$ cat src/rtl/hsl_color_mask.sv
// rtl/hsl_color_mask.sv - HSL window colour mask with per-frame match count and optional bbox
// Bounding-box tracking is built only when HSL_MASK_BBOX_EN is defined.
module hsl_color_mask #(
  parameter int IMG_W = 640,
  parameter int IMG_H = 480,
  parameter int X_W   = 10,
  parameter int Y_W   = 10
) (
  input  logic           clk,
  input  logic           rst_n,
  input  logic           FrameStart,
  input  logic           HSLEn,
  input  logic [7:0]     H,
  input  logic [7:0]     S,
  input  logic [7:0]     L,
  input  logic           cfg_wr,
  input  logic [2:0]     cfg_addr,
  input  logic [7:0]     cfg_data,
  output logic           mask_en,
  output logic           mask,
  output logic           frame_done,
  output logic [19:0]    match_count,
  output logic           bbox_valid,
  output logic [X_W-1:0] xmin,
  output logic [X_W-1:0] xmax,
  output logic [Y_W-1:0] ymin,
  output logic [Y_W-1:0] ymax
);

  localparam logic [X_W-1:0] X_LAST  = X_W'(IMG_W - 1);
  localparam logic [Y_W-1:0] Y_LAST  = Y_W'(IMG_H - 1);
  localparam logic [19:0]    CNT_MAX = '1;
  localparam logic [7:0]     V_MAX   = 8'd240;

  typedef enum logic [1:0] {IDLE, ACTIVE, DONE} state_t;
  state_t state_q, state_d;

  logic [7:0] sh_hlo, sh_hhi, sh_slo, sh_shi, sh_llo, sh_lhi;
  logic       sh_inv;
  logic [7:0] hlo, hhi, slo, shi, llo, lhi;
  logic       inv;

  // Shadow takes writes any time; active follows shadow only while idle.
  always_ff @(posedge clk or negedge rst_n) begin
    if (!rst_n) begin
      sh_hlo <= '0;  sh_hhi <= V_MAX;
      sh_slo <= '0;  sh_shi <= V_MAX;
      sh_llo <= '0;  sh_lhi <= V_MAX;
      sh_inv <= 1'b0;
      hlo    <= '0;  hhi    <= V_MAX;
      slo    <= '0;  shi    <= V_MAX;
      llo    <= '0;  lhi    <= V_MAX;
      inv    <= 1'b0;
    end else begin
      if (cfg_wr) begin
        case (cfg_addr)
          3'd0:    sh_hlo <= cfg_data;
          3'd1:    sh_hhi <= cfg_data;
          3'd2:    sh_slo <= cfg_data;
          3'd3:    sh_shi <= cfg_data;
          3'd4:    sh_llo <= cfg_data;
          3'd5:    sh_lhi <= cfg_data;
          3'd6:    sh_inv <= cfg_data[0];
          default: ;
        endcase
      end
      if (state_q == IDLE) begin
        hlo <= sh_hlo;  hhi <= sh_hhi;
        slo <= sh_slo;  shi <= sh_shi;
        llo <= sh_llo;  lhi <= sh_lhi;
        inv <= sh_inv;
      end
    end
  end

  logic hue_hit, sat_hit, lit_hit, pix_hit;

  always_comb begin
    if (hlo <= hhi) hue_hit = (H >= hlo) && (H <= hhi);
    else            hue_hit = (H >= hlo) || (H <= hhi);
    sat_hit = (S >= slo) && (S <= shi);
    lit_hit = (L >= llo) && (L <= lhi);
    pix_hit = (hue_hit && sat_hit && lit_hit) ^ inv;
  end

  logic           accept, pix_last;
  logic [X_W-1:0] x_q, cur_x;
  logic [Y_W-1:0] y_q, cur_y;

  // A FrameStart pixel is always (0,0), whatever the counters held.
  always_comb begin
    accept   = HSLEn && (FrameStart || state_q == ACTIVE);
    cur_x    = FrameStart ? '0 : x_q;
    cur_y    = FrameStart ? '0 : y_q;
    pix_last = accept && (cur_x == X_LAST) && (cur_y == Y_LAST);
    state_d  = state_q;
    case (state_q)
      IDLE:    if (FrameStart) state_d = ACTIVE;
      ACTIVE:  state_d = ACTIVE;
      DONE:    state_d = FrameStart ? ACTIVE : IDLE;
      default: state_d = IDLE;
    endcase
    if (pix_last) state_d = DONE;
  end

  logic s1_last, s1_start;

  always_ff @(posedge clk or negedge rst_n) begin
    if (!rst_n) begin
      state_q  <= IDLE;
      x_q      <= '0;
      y_q      <= '0;
      mask_en  <= 1'b0;
      mask     <= 1'b0;
      s1_last  <= 1'b0;
      s1_start <= 1'b0;
    end else begin
      state_q  <= state_d;
      mask_en  <= accept;
      mask     <= accept && pix_hit;
      s1_last  <= pix_last;
      s1_start <= FrameStart;
      if (accept) begin
        if (cur_x == X_LAST) begin
          x_q <= '0;
          y_q <= pix_last ? '0 : cur_y + Y_W'(1);
        end else begin
          x_q <= cur_x + X_W'(1);
          y_q <= cur_y;
        end
      end else if (FrameStart) begin
        x_q <= '0;
        y_q <= '0;
      end
    end
  end

  logic        hit2;
  logic [19:0] acc_cnt, base_cnt, nxt_cnt;

  // Delayed FrameStart wipes the partial frame ahead of the pixel it came with.
  always_comb begin
    hit2     = mask_en && mask;
    base_cnt = s1_start ? '0 : acc_cnt;
    nxt_cnt  = (hit2 && base_cnt != CNT_MAX) ? base_cnt + 20'd1 : base_cnt;
  end

  always_ff @(posedge clk or negedge rst_n) begin
    if (!rst_n) begin
      acc_cnt     <= '0;
      frame_done  <= 1'b0;
      match_count <= '0;
    end else begin
      frame_done <= s1_last;
      if (s1_last) begin
        match_count <= nxt_cnt;
        acc_cnt     <= '0;
      end else begin
        acc_cnt <= nxt_cnt;
      end
    end
  end

`ifdef HSL_MASK_BBOX_EN
  logic [X_W-1:0] s1_x;
  logic [Y_W-1:0] s1_y;
  logic           acc_any, base_any, nxt_any;
  logic [X_W-1:0] acc_xmin, acc_xmax, base_xmin, base_xmax, nxt_xmin, nxt_xmax;
  logic [Y_W-1:0] acc_ymin, acc_ymax, base_ymin, base_ymax, nxt_ymin, nxt_ymax;

  always_ff @(posedge clk or negedge rst_n) begin
    if (!rst_n) begin
      s1_x <= '0;
      s1_y <= '0;
    end else begin
      s1_x <= cur_x;
      s1_y <= cur_y;
    end
  end

  always_comb begin
    base_any  = !s1_start && acc_any;
    base_xmin = s1_start ? '0 : acc_xmin;
    base_xmax = s1_start ? '0 : acc_xmax;
    base_ymin = s1_start ? '0 : acc_ymin;
    base_ymax = s1_start ? '0 : acc_ymax;
    nxt_any   = base_any || hit2;
    nxt_xmin  = base_xmin;
    nxt_xmax  = base_xmax;
    nxt_ymin  = base_ymin;
    nxt_ymax  = base_ymax;
    if (hit2 && !base_any) begin
      nxt_xmin = s1_x;  nxt_xmax = s1_x;
      nxt_ymin = s1_y;  nxt_ymax = s1_y;
    end else if (hit2) begin
      if (s1_x < base_xmin) nxt_xmin = s1_x;
      if (s1_x > base_xmax) nxt_xmax = s1_x;
      if (s1_y < base_ymin) nxt_ymin = s1_y;
      if (s1_y > base_ymax) nxt_ymax = s1_y;
    end
  end

  always_ff @(posedge clk or negedge rst_n) begin
    if (!rst_n) begin
      acc_any    <= 1'b0;
      acc_xmin   <= '0;  acc_xmax <= '0;
      acc_ymin   <= '0;  acc_ymax <= '0;
      bbox_valid <= 1'b0;
      xmin       <= '0;  xmax     <= '0;
      ymin       <= '0;  ymax     <= '0;
    end else if (s1_last) begin
      bbox_valid <= nxt_any;
      xmin       <= nxt_xmin;  xmax <= nxt_xmax;
      ymin       <= nxt_ymin;  ymax <= nxt_ymax;
      acc_any    <= 1'b0;
      acc_xmin   <= '0;  acc_xmax <= '0;
      acc_ymin   <= '0;  acc_ymax <= '0;
    end else begin
      acc_any    <= nxt_any;
      acc_xmin   <= nxt_xmin;  acc_xmax <= nxt_xmax;
      acc_ymin   <= nxt_ymin;  acc_ymax <= nxt_ymax;
    end
  end
`else
  assign bbox_valid = 1'b0;
  assign xmin       = '0;
  assign xmax       = '0;
  assign ymin       = '0;
  assign ymax       = '0;
`endif

endmodule

$ cat config.mk
export PLATFORM = sky130hd
export DESIGN_NAME = hsl_color_mask
export DESIGN_NICKNAME = d
export VERILOG_FILES = /design/src/rtl/hsl_color_mask.sv
export SDC_FILE = /design/constraint.sdc
export NUM_CORES = 1
export LEC_CHECK = 0
export BUFFER_PORTS_ARGS = -buffer_cell sky130_fd_sc_hd__buf_2
export CORE_AREA = 2 2 177 144
export DETAILED_ROUTE_END_ITERATION = 16
export DIE_AREA = 0 0 179 146
export PLACE_DENSITY_LB_ADDON = 0.3
export SETUP_SLACK_MARGIN = 0.15
export SLEW_MARGIN = 20
export SYNTH_ARGS = -nofsm -noshare
export SYNTH_HDL_FRONTEND = slang
export SYNTH_SLANG_ARGS = --single-unit
export TNS_END_PERCENT = 1
$ cat constraint.sdc
create_clock -name clk -period 6.9 [get_ports clk]
set_input_delay 1.035 -clock clk [delete_from_list [all_inputs] [get_ports clk]]
set_output_delay 1.035 -clock clk [all_outputs]
set_load 0.02 [all_outputs]
* Word-level counts from Yosys, hierarchy flattened *
Cells that the tools add are included.

storage, ports and cells
  bits in registers = 165
  input bits = 40

operators by class
  add/sub/neg operators = 3
  order comparisons = 7
  equality and inequality tests = 12
  multiplexer cells = 15
  bitwise operators = 1
  reduce and logical (&&, ||, !) cells = 22

operators by type and width
  kind                     count
  $mux W10                 7
  $mux W20                 3
  $le A8 B8 Y1             4
  $ge A8 B8 Y1             3
  $add A10 B1 Y10 const B  2
  $add A20 B1 Y20 const B  1
  $ne A20 B20 Y1 const B   1
  $reduce_and A2 Y1        7
  $logic_and A1 B1 Y1      11
  $eq A10 B10 Y1 const B   1
  $eq A10 B9 Y1 const B    1
  $eq A3 B3 Y1 const B     3
  $eq A3 B2 Y1 const B     2
  $pmux W2 S3              1
  $mux W2                  2
  $eq A3 B1 Y1 const B     1
  $logic_not A3 Y1         1
  $ne A3 B3 Y1 const B     1
  $eq A2 B1 Y1 const B     1
  $eq A2 B2 Y1 const B     1
  $logic_not A2 Y1         1
  $logic_or A1 B1 Y1       2
  $mux W1                  2
  $xor A1 B1 Y1            1

* Longest topological paths before layout *
  depth in word-level cells = 8
  depth in mapped cells = 11
  gate-level depth less buffers = 10

* Least setup slack after synthesis *
No wires, ideal clock.

  path kind = in2reg
  start = input port FrameStart
  end = register y_q[9]
  setup time = 132 ps
  data arrival time = 2534 ps
  required time = 6768 ps
  path slack = 4234 ps
  cell stages on the path = 10
  path through = clkbuf_1 -> nor2b_1 -> ha_1 -> and4b_1 -> nand3_1 -> nor2_1 -> and3_1 -> nand2b_1 -> xor2_1 -> nor2_1

on the way
  word-level cells in the longest chain between the ends = 7

RTL lines
  element                                                  line  source
  from (decl)                                              11    input logic FrameStart,
  branches (longest 6 deep; another with $add A10 B1 Y10)  -
  $mux W10 *                                               123   if (accept) begin
  to (signal assigned)                                     126   y_q <= pix_last ? '0 : cur_y + Y_W'(1);
  to (signal assigned)                                     129   y_q <= cur_y;
  to (decl)                                                88    logic [Y_W-1:0] y_q, cur_y;

Every way passes the cells marked *.
A chain may end at the register's enable or synchronous reset.

* Worst setup path in the final report *
  start = input port FrameStart
  end = register y_q[8]

Same word-level chain as after synthesis.

==> metrics.md <==
| Metric | Value |
|---|---|
| Status | `completed` |
| HP Class | `flop to flop` |
| Routed len/inst | `14.5 µm` |
| Reg2reg start | `s1_start$_DFF_PN0_` |
| CTS resizes | `0` |
| TritonCTS clock tree | `yes` |
| Worst-path fanout max | `27` |
| Setup crit start kind | `input port` |
| Clk_skew | `0.00627 ns` |
| Drt first pass iters | `7` |
| Sw frac | `29.0%` |
| Synth area leader | `dfrtp_1` |
| Initial Util | `34.8%` |
| Area Growth Syn to Fin | `13.5%` |
| Yosys warns | `0` |
| Main flop type after synthesis | `dfrtp_1` |
| Comb pwr share | `22.9%` |
| Area share of the largest cell type after synthesis | `41.9%` |
| Total power | `0.00296 W` |
| Max incr delay on CP | `0.70 ns` |
| P_sw | `0.000856 W` |
| DRC | `0` |
| CTS Buffer Depth | `2` |
| Register area | `4160 µm²` |
| Largest net degree at the start of global routing | `93` |
| Clk root buf | `clkbuf_16` |
| Setup tns final | `0 ns` |
| DR vias | `5,519` |
| Number of flops mapped to enable cells by yosys | `0` |
| Clk pwr share | `34.3%` |
| FFs w/ async S/R, synth | `100%` |
| Critical path class | `input port to flop` |
| IR Drop Worst-Case VDD | `0.156 mV` |
| Worst-path clk slew | `0.06 ns` |
| Diodes inserted | `0` |
| Grt ovf | `0` |
| Initial antenna violation count | `0` |
| Core box area | `24,200 µm²` |
| Worst path slowest cell | `nor2_1` |
| Hold_sp | `sh_hhi[2]$_DFFE_PN0P_` |
| Max Cap Violations | `0` |
| Worst EP arrival | `3.49 ns` |
| Final core utilization | `39.5%` |
| Syn Std Cell Area | `8410 µm²` |
| Synthesized area per cell | `10.5 µm²` |
| Slew Limit Fails | `0` |
| Setup bufs post-CTS | `0` |
| Final HPWL DP | `12,300 µm` |
| Total track usage | `14.0%` |
| Antenna Violating Nets Remaining | `0` |
| Setup-failing EPs final | `0` |
| Synth area leaders | `dfrtp_1 (42%), ha_1 (8.8%), dfstp_2 (7.5%)` |
| Die ar. | `26,100 µm²` |
| Slew headroom | `43.9%` |
| Multi-input logic area | `3780 µm²` |
| First-pass GRT wire length | `28,700 µm` |
| Port Buffers | `62` |
| CTS buffer count | `17` |
| Period minus WS final | `3.21 ns` |
| Via-per-instance ratio | `4.62` |
| Filler cells | `2,362` |
| Critical path required time | `7.18 ns` |
| CTS Sinks | `165` |
| Endpoint class of the critical path | `flop` |
| Hold Path End | `hhi[2]$_DFFE_PN0P_` |
| Vias in the first global route | `5,386` |
| WL final | `17,300 µm` |
| Crit-path cells | `buf_2 > nand2b_1 > inv_1 > ha_1 > and4b_1 > nand3_1 > nor2_1 > nand3_1 > nor2_1 > xnor2_1 > nor3_1` |
| Post-Synthesis Cells | `803` |
| Number of top-level pins | `104` |
| Worst R2R Setup Slack | `4.22 ns` |
| Layout cells sized above 1 | `22.3%` |
| Hold Buf Count CTS | `0` |
| P per Cell Area | `310 nW/µm²` |
| Worst hold path depth | `2` |
| Gp weighted congestion | `0.764` |
| Nets | `962` |
| Measured slew at the worst slew-check pin | `0.842 ns` |
| Sequential area share after synthesis | `49.4%` |
| Worst r2r path cells | `9` |
| Vert. Die Dim | `146 µm` |
| Fmax | `311 MHz` |
| Die width | `179 µm` |
| Int Pwr | `0.00210 W` |
| Fin crit share | `46.6%` |
| Drt first-iter violations | `297` |
| RSZ-0062 raised after global routing | `false` |
| # H-tree levels | `4` |
| #FFs+latches synth | `165` |
| Clk Latency, worst-skew pair | `0.42 ns` |
| Sequential share of power | `42.8%` |
| Static Leakage | `4.37 nW` |
| Final Hold Vio Count | `0` |
| Number of core rows | `51` |
| Netlist cell types | `55` |
| Reg2reg end | `match_count[17]$_DFFE_PN0P_` |
[flip-flops by register name (all words and copies together), names as in the netlist]
| register | cells |
|---|---|
| sh_hhi | 8 |
| y_q | 10 |
| s1_start | 1 |
| hhi | 8 |
| match_count | 20 |
| hlo | 8 |
| sh_llo | 8 |
| lhi | 8 |
| mask | 1 |
| state_q | 2 |
| sh_shi | 8 |
| s1_last | 1 |
| inv | 1 |
| shi | 8 |
| x_q | 10 |
| slo | 8 |
| acc_cnt | 20 |
| sh_slo | 8 |
| sh_inv | 1 |
| llo | 8 |
| mask_en | 1 |
| sh_hlo | 8 |
| sh_lhi | 8 |
| frame_done | 1 |
[through the flow]
step,setup WS (ns),cells,instance area [µm²],hold slack [ns]
finish,3.69,1194,9550,0.473
global placement,3.34,1162,8910,0.454
global route,3.33,1194,9550,0.499
floorplan,4.23,843,8560,0.352
CTS,3.70,1194,9550,0.478
detailed placement,3.25,1162,8910,0.461
[worst max-delay path: cells and delay by family]
kind	cells	cell delay, ns
adders and majority gates	1	0.16
xor gates and xnor gates	1	0.13
buffers and inverters	2	0.33
and+or+nand+nor	7	1.82
[layer usage]
metal	share of wire, %	GRT usage [%]	up-vias
met5	0	0	-
met4	1.0	4.27	0
met3	3.1	3.19	9
met2	42	19.6	89
met1	53	21.2	2641
li1	-	-	2780
[cell type report]
class / instances / share of cell area [%]
clock buffers: 21 / 4.82
clock inverters: 11 / 1.81
inverters: 60 / 2.36
multi-input cells: 553 / 39.6
flip-flops and latches: 165 / 43.6
well taps: 318 / 4.17
repair buffers: 66 / 3.63
[worst max path at each step]
stage               startpoint                to  slack, ns  cells past startpoint
finish              FrameStart  y_q[8]$_DFF_PN0_       3.69                     11
floorplan           FrameStart  y_q[9]$_DFF_PN0_       4.23                     10
global placement    FrameStart  y_q[8]$_DFF_PN0_       3.34                     11
CTS                 FrameStart  y_q[8]$_DFF_PN0_       3.70                     11
detailed placement  FrameStart  y_q[8]$_DFF_PN0_       3.25                     11
global route        FrameStart  y_q[8]$_DFF_PN0_       3.33                     11
[cell usage in the layout (no fill, tap or decap), drive strengths merged, types with 2 or more instances in the layout]
cell type | synthesis | final
dfrtp | 141 | 141
nand2 | 72 | 72
buf | 47 | 66
inv | 60 | 61
ha | 59 | 59
o21ai | 59 | 59
nor2 | 57 | 57
mux2 | 56 | 56
conb | 1 | 41
a21oi | 32 | 32
dfstp | 24 | 24
clkbuf | 18 | 21
xnor2 | 20 | 20
nand3 | 20 | 20
nor2b | 19 | 19
nand2b | 15 | 15
nand4 | 15 | 15
nor3 | 14 | 14
xor2 | 12 | 12
o22ai | 9 | 9
and3 | 6 | 6
o211ai | 5 | 5
nand4b | 5 | 5
clkinv | 0 | 5
bufinv | 0 | 4
nor3b | 4 | 4
a21o | 3 | 3
o21a | 3 | 3
and2 | 3 | 3
nor4 | 3 | 3
mux2i | 2 | 2
a211oi | 2 | 2
and4b | 2 | 2
nand3b | 2 | 2
a31oi | 2 | 2
[power groups by stage]
| stage | Clock [W] | Sequential (W) | Combinational [W] |
|---|---|---|---|
| 2_1_floorplan | 0 | 0.00126 | 0.000513 |
| 3_3_place_gp | 0 | 0.00128 | 0.000658 |
| 3_5_place_dp | 0 | 0.00128 | 0.000678 |
| 6_report | 0.00101 | 0.00127 | 0.000676 |
| 4_1_cts | 0.00104 | 0.00127 | 0.000683 |
| 5_1_grt | 0.00108 | 0.00129 | 0.000783 |
[logic make-up after synthesis]
| kind of cell | Yosys count | synth area share (%) |
|---|---|---|
| AOI/OAI and AO/OA | 120 | 8.11 |
| buffers and inverters | 125 | 7.44 |
| DFF | 165 | 49.4 |
| other | 1 | 0.0446 |
| adders and majority gates | 59 | 8.78 |
| muxes | 58 | 7.73 |
| xor gates and xnor gates | 32 | 3.33 |
| and+or+nand+nor | 243 | 15.1 |
[synth_stat cells (5+ instances only)]
cell        n
nand2b_1   15
o22ai_1     9
inv_1      59
xor2_1     12
mux2_2     56
nor2b_1    19
nor3_1      9
buf_4      41
nor2_1     57
o21ai_0    58
dfstp_2    24
clkbuf_1   18
nand2_1    72
o211ai_1    5
xnor2_1    20
and3_1      5
ha_1       59
nand3_1    17
dfrtp_1   141
a21oi_1    32
nand4_1    15
nor3_2      5
No activity file was read; power rests on OpenSTA's default activity.
